==> src/rtl/mux_4x1_rr_arbiter.sv <==
// mux_4x1_rr_arbiter: four-lane round-robin arbiter with a per-grant burst
// limit, driving a 4:1 data mux into a registered valid/ready output stage.
module mux_4x1_rr_arbiter #(
  parameter int LEN     = 8,
  parameter int BURST   = 4,
  parameter int BURST_W = 2
) (
  input  logic           clk,
  input  logic           reset,
  input  logic [3:0]     req,
  input  logic [LEN-1:0] in0,
  input  logic [LEN-1:0] in1,
  input  logic [LEN-1:0] in2,
  input  logic [LEN-1:0] in3,
  output logic [3:0]     ack,
  output logic [3:0]     gnt,
  output logic [1:0]     sel,
  output logic           out_valid,
  output logic [LEN-1:0] out_data,
  output logic [1:0]     out_src,
  input  logic           out_ready
);

  typedef enum logic {
    IDLE,
    GRANT
  } state_e;

  state_e             state_q, state_d;
  logic [1:0]         ptr_q, ptr_d;
  logic [1:0]         sel_q, sel_d;
  logic [BURST_W-1:0] burst_cnt_q, burst_cnt_d;
  logic               out_valid_q, out_valid_d;
  logic [LEN-1:0]     out_data_q, out_data_d;
  logic [1:0]         out_src_q, out_src_d;

  logic [1:0]         win_idx;
  logic [LEN-1:0]     mux_data;
  logic               space;
  logic               load;
  logic               burst_last;
  logic               rel_grant;

  // Scanned from the farthest offset down so the lane closest to ptr wins.
  always_comb begin
    win_idx = ptr_q;
    for (int unsigned i = 4; i > 0; i--) begin
      if (req[ptr_q + 2'(i - 1)]) begin
        win_idx = ptr_q + 2'(i - 1);
      end
    end
  end

  always_comb begin
    case (sel_q)
      2'd0:    mux_data = in0;
      2'd1:    mux_data = in1;
      2'd2:    mux_data = in2;
      default: mux_data = in3;
    endcase
  end

  always_comb begin
    space      = !out_valid_q || out_ready;
    load       = (state_q == GRANT) && req[sel_q] && space;
    burst_last = (burst_cnt_q == BURST_W'(BURST - 1));
    rel_grant  = (state_q == GRANT) &&
                 ((!req[sel_q] && !load) || (load && burst_last));
    gnt        = (state_q == GRANT) ? (4'b0001 << sel_q) : '0;
    ack        = load ? (4'b0001 << sel_q) : '0;
  end

  always_comb begin
    state_d     = state_q;
    ptr_d       = ptr_q;
    sel_d       = sel_q;
    burst_cnt_d = burst_cnt_q;
    out_valid_d = out_valid_q;
    out_data_d  = out_data_q;
    out_src_d   = out_src_q;

    case (state_q)
      IDLE: begin
        if (|req) begin
          sel_d       = win_idx;
          burst_cnt_d = '0;
          state_d     = GRANT;
        end
      end
      GRANT: begin
        if (load) begin
          burst_cnt_d = burst_cnt_q + BURST_W'(1);
        end
        if (rel_grant) begin
          ptr_d       = sel_q + 2'd1;
          burst_cnt_d = '0;
          state_d     = IDLE;
        end
      end
      default: state_d = IDLE;
    endcase

    if (load) begin
      out_valid_d = 1'b1;
      out_data_d  = mux_data;
      out_src_d   = sel_q;
    end else if (out_ready) begin
      out_valid_d = 1'b0;
    end
  end

  always_ff @(posedge clk) begin
    if (reset) begin
      state_q     <= IDLE;
      ptr_q       <= '0;
      sel_q       <= '0;
      burst_cnt_q <= '0;
      out_valid_q <= 1'b0;
      out_data_q  <= '0;
      out_src_q   <= '0;
    end else begin
      state_q     <= state_d;
      ptr_q       <= ptr_d;
      sel_q       <= sel_d;
      burst_cnt_q <= burst_cnt_d;
      out_valid_q <= out_valid_d;
      out_data_q  <= out_data_d;
      out_src_q   <= out_src_d;
    end
  end

  assign sel       = sel_q;
  assign out_valid = out_valid_q;
  assign out_data  = out_data_q;
  assign out_src   = out_src_q;

endmodule

==> config.mk <==
export PLATFORM = sky130hd
export DESIGN_NAME = mux_4x1_rr_arbiter
export DESIGN_NICKNAME = d
export VERILOG_FILES = /design/src/rtl/mux_4x1_rr_arbiter.sv
export SDC_FILE = /design/constraint.sdc
export NUM_CORES = 1
export LEC_CHECK = 0
export BUFFER_PORTS_ARGS = -buffer_cell sky130_fd_sc_hd__buf_2
export CAP_MARGIN = 20
export CORE_MARGIN = 2
export CORE_UTILIZATION = 40
export CTS_CLUSTER_SIZE = 28
export DETAILED_ROUTE_END_ITERATION = 8
export GPL_TIMING_DRIVEN = 0
export PLACE_DENSITY = 0.73
export SKIP_LAST_GASP = 1
export SYNTH_ARGS = -nofsm -noshare
export SYNTH_HDL_FRONTEND = slang
export SYNTH_SLANG_ARGS = --single-unit
==> constraint.sdc <==
create_clock -name clk -period 2.5 [get_ports clk]
set_input_delay 0.75 -clock clk [delete_from_list [all_inputs] [get_ports clk]]
set_output_delay 0.75 -clock clk [all_outputs]
set_load 0.02 [all_outputs]
---- Word level (Yosys, flattened, before mapping) ----
Cells that the tools add are included.
word-level totals
  word-level logic and storage cells ...... 66
  bits in writable memories ............... 0
  memory bits (read-only) ................. 0
  register bits after elaboration ......... 18
  input port bits ......................... 39
  memories ................................ 0
  latch bits .............................. 0
operators by class
  shifts and indexed selects .............. 1
  multiplexer cells ....................... 26
  div/mod/pow operators ................... 0
  bitwise logic cells ..................... 1
  eq/ne operators ......................... 5
  order comparisons ....................... 5
  reduce and logical (&&, ||, !) cells .... 16
  add/sub/neg operators ................... 5
  multipliers ............................. 0
operators with widths
  cell                                                    number
  case mux 8 bit (3 select lines)                         1
  < comparator 2 x 3 -> 1 bit (second input constant)     5
  two-way mux 2 bit                                       7
  binary-select mux 1 bit (select 2 bit)                  5
  two-way mux 1 bit                                       9
  two-way mux 4 bit                                       2
  adder 2 x 1 -> 2 bit (second input constant)            3
  AND reduction 2 bit                                     3
  logical AND 1 bit                                       5
  adder 2 bit (second input constant)                     2
  == test 2 bit (second input constant)                   2
  case mux 2 bit (2 select lines)                         1
  OR reduction 4 bit                                      1
  left shift 1 x 2 -> 4 bit (first input constant)        1
  logical NOT 1 bit                                       3
  inequality test 3 x 1 -> 1 bit (second input constant)  1
  == test 2 x 1 -> 1 bit (second input constant)          1
  logical NOT 2 bit                                       1
  logical OR 1 bit                                        2
  inequality test 2 bit (second input constant)           1
  case mux 1 bit (2 select lines)                         1
  nonzero test 2 bit                                      1
  NOT 1 bit                                               1

---- Longest topological paths before layout ----
  depth after elaboration ................. 10
  depth in mapped cells ................... 7
  mapped depth without buffers ............ 6

---- Worst setup path after synthesis ----
OpenSTA, ideal clock, no wires.
  path kind ............................... input port to output port
  start ................................... in req[3]
  end ..................................... out ack[0]
  arrival ................................. 1.793 ns
  data required time ...................... 1.750 ns
  setup slack ............................. -0.043 ns
  path buffers ............................ 1
  stages on the path ...................... 4
  cell sequence ........................... mux4_2 -> and3_4 -> buf_6 -> and2_4
between the ends
  longest elaborated chain between the ends .. 5
RTL lines
  element                                  line  source
  start, declared                          10    input logic [3:0] req,
  binary-select mux 1 bit (select 2 bit)   65    load = (state_q == GRANT) && req[sel_q] && space;
  two-way mux 1 bit (not written as such)  65
  logical AND 1 bit (2 in a row)           65
  two-way mux 4 bit                        70    ack = load ? (4'b0001 << sel_q) : '0;
  end, declared                            15    output logic [3:0] ack,
Every way passes these cells. The select of a mux whose other input is x is not followed.

---- Worst setup path after layout ----
  start ................................... in req[3]
  end ..................................... out ack[2]
Same word-level chain as after synthesis.

==> metrics.md <==
| Metric | Value |
|---|---|
| N_diodes | 0 |
| Fin. max-slew vios | 0 |
| CTS clk-pin slew, worst paths | roughly 100 ps |
| Kind of critical path | in -> out |
| Max transition margin | about 71% |
| DR iter-0 viols | around 130 |
| Asr flop ratio synth | 0% |
| Nets | about 260 |
| RSZ-0062 raised after global routing | yes |
| Distinct cells, synth | 30 |
| P_sw | roughly 250 µW |
| DRT Pass-1 Iters | 7 |
| Min setup slack post-route | -50.0 ps |
| Worst Clk Skew | 6.94 ps |
| Hold Violations, Final | 0 |
| FP Rows | 19 |
| Share of cells above drive strength 1 | 39.2% |
| Comb pwr share | 33.9% |
| # IOs | 60 |
| Post-route core utilization | 59.2% |
| Die area | 0.00321 mm² |
| Power Internal | between 500 and 600 µW |
| Syn. warnings | 0 |
| Largest net degree at the start of global routing | 11 |
| Status | finished, violations left |
| CTS tree | yes |
| First-pass GRT wire length | around 5.0 mm |
| Clock share of power | 23.1% |
| GR Util All Layers | 19.5% |
| Die Y | 56.7 µm |
| Top-count cell post-synth | nand2_1 |
| Root Buffer | clkbuf_4 |
| DRC violations left | 0 |
| Cell Pwr Density | 481 mW/mm² |
| Yosys top cell by area | dfxtp_1 |
| Area grow syn2layout | 43.2% |
| Worst vdd ir | roughly 0.3 mV |
| Fmax | ~400 MHz |
| Max-Cap Viols | 0 |
| Seq/Total Area, Yosys | approximately a third |
| Initial antenna violation count | 0 |
| Post-synth top cells | nand2_1 (31), dfxtp_1 (18), a21oi_1 (14) |
| CTS H-Tree Depth | 1 |
| CP endpoint kind | output pin |
| Reg power frac | 43.0% |
| Hold Path Class | reg -> reg |
| Hpwl dp | about 2.4 mm |
| Cts bufs inserted | 3 |
| RePlAce Congestion | around 0.84 |
| Final wirelength | approximately 3.1 mm |
| Worst-Margin Slew | approximately 440 ps |
| Worst skew pair latency | a little under 300 ps |
| Period utilization | 102% |
| Crit-path max FO | 5 |
| Flops & latches, synth | 18 |
| Gr ovfl total | 0 |
| Post-DRT Antenna Nets | 0 |
| Final setup viols | 4 |
| Post-synthesis average cell area | between 7 and 8 µm² |
| Horiz. Die Dim | approximately 57 µm |
| Vias | 1299 |
| CTS Hold Bufs | 0 |
| Leak | 0.732 nW |
| Vias in the first global route | between 1000 and 1500 |
| Routed len/inst | 12.8 µm |
| Minimum hold slack | around 460 ps |
| Switching Fraction | 32.4% |
| Via density | approximately 5.3 |
| Cells after Synth | about 140 |
| Number of flops mapped to enable cells by yosys | 0 |
| Top cells by area, synth | dfxtp_1 (32%), nand2_1 (10%), a222oi_1 (7.2%), ha_1 (6.8%), a21oi_1 (6.3%) |
| Setup Slack @ Placement | -345 ps |
| Flop-to-flop setup slack | around 550 ps |
| CTS max path bufs | 2 |
| Starting Density | ~41% |
| Synthesized area | about 0.0011 mm² |
| Worst Setup Start Kind | primary input |
| Clock Sink Count | 18 |
| Core box area | around 0.0027 mm² |
| Post-synth top area share | between 30% and 40% |
| # port buffers | just under 60 |
| Violated checks | setup timing |
| Final min period | roughly 2500 ps |
| WP data required | 1750 ps |
| CP arrival | 1800 ps |
| Syn nets | 187 |
| Primary FF master, synth | dfxtp_1 |
[logic make-up after synthesis]
kind of cell               after synthesis  synth area share [%]
and+or+nand+nor                         63                  28.7
AOI/OAI and AO/OA                       40                  23.3
DFF                                     18                  32.5
buffers and inverters                   12                  4.74
adders and majority gates                6                  6.76
muxes                                    3                  3.95
[registers in the layout, indices dropped and copies added (netlist names)]
| name | cells |
|---|---|
| ptr_q | 2 |
| out_src | 2 |
| out_valid | 1 |
| burst_cnt_q | 2 |
| out_data | 8 |
| state_q | 1 |
| sel | 2 |
[power groups by stage]
stage	Sequential, mW	Combinational, mW	Clock (mW)
after floorplan	0.349	0.135	0
after global placement	0.333	0.228	0
after detailed placement	0.334	0.233	0
after CTS	0.328	0.252	0.187
after global routing	0.333	0.284	0.193
final	0.329	0.259	0.176
[what timing repair did]
item / CTS / global route
cloned: 0 / 0
setup endpoints to repair: 4 / 7
pin swaps: 1 / 1
resized for setup: 19 / 1
setup buffers: 6 / 2
[per-stage QoR]
step	cells	total power, mW	area [µm²]	setup TNS (ps)
after floorplan	142	0.483	1110	-68.6
after global placement	232	0.560	1440	-1320
after detailed placement	232	0.568	1440	-1360
after CTS	241	0.767	1570	-158
after global routing	243	0.810	1590	-241
final	243	0.764	1590	-168
[metal layers]
metal | vias to the layer above | routed length [µm] | track usage, % | share of wire [%]
met1 | 588 | 1270 | 21.2 | 41
met4 | 0 | 40 | 4.42 | 1.3
met2 | 58 | 1590 | 37.9 | 51
li1 | 649 | - | - | -
met5 | - | 0 | 0 | 0
met3 | 4 | 221 | 3.92 | 7.1
[area by class of cell]
cell class | instances | area [µm²]
Sequential cell | 18 | 363
Fill cell | 270 | 1100
Inverter | 4 | 15.0
Multi-Input combinational cell | 112 | 697
Timing Repair Buffer | 67 | 413
Clock buffer | 4 | 36.3
Buffer | 7 | 26.3
Tap cell | 31 | 38.8
[worst max-delay path, stage by stage]
cell,delay [ps]
buf_8,90
mux4_2,480
and3_4,190
and2_4,160
buf_6,120
[cells in the final DEF, fill, tap and decap left out, drive strengths merged]
| cell type | instances |
|---|---|
| and3 | 1 |
| o21a | 1 |
| a21boi | 1 |
| ha | 6 |
| a211oi | 2 |
| nand2b | 5 |
| and2b | 1 |
| a21oi | 14 |
| nor3 | 2 |
| a222oi | 8 |
| nor4 | 1 |
| nand2 | 31 |
| mux4 | 1 |
| nand3 | 2 |
| o2111ai | 1 |
| o21ai | 12 |
| and2 | 8 |
| nand4 | 3 |
| nor2b | 2 |
| nor2 | 6 |
| dfxtp | 18 |
| clkbuf | 11 |
| or2 | 1 |
| mux2 | 1 |
| buf | 67 |
| inv | 4 |
| mux2i | 1 |
| a31oi | 1 |
[worst paths after layout]
check	startpoint	to	cells after the start
worst min-delay path	out_data[4]	out_data[4]	2
worst max register to register	sel[1]	ptr_q[0]	5
worst min register to register	out_data[4]	out_data[4]	2
worst max-delay path	req[3]	ack[2]	5
Power figures use the tool's default switching activity.
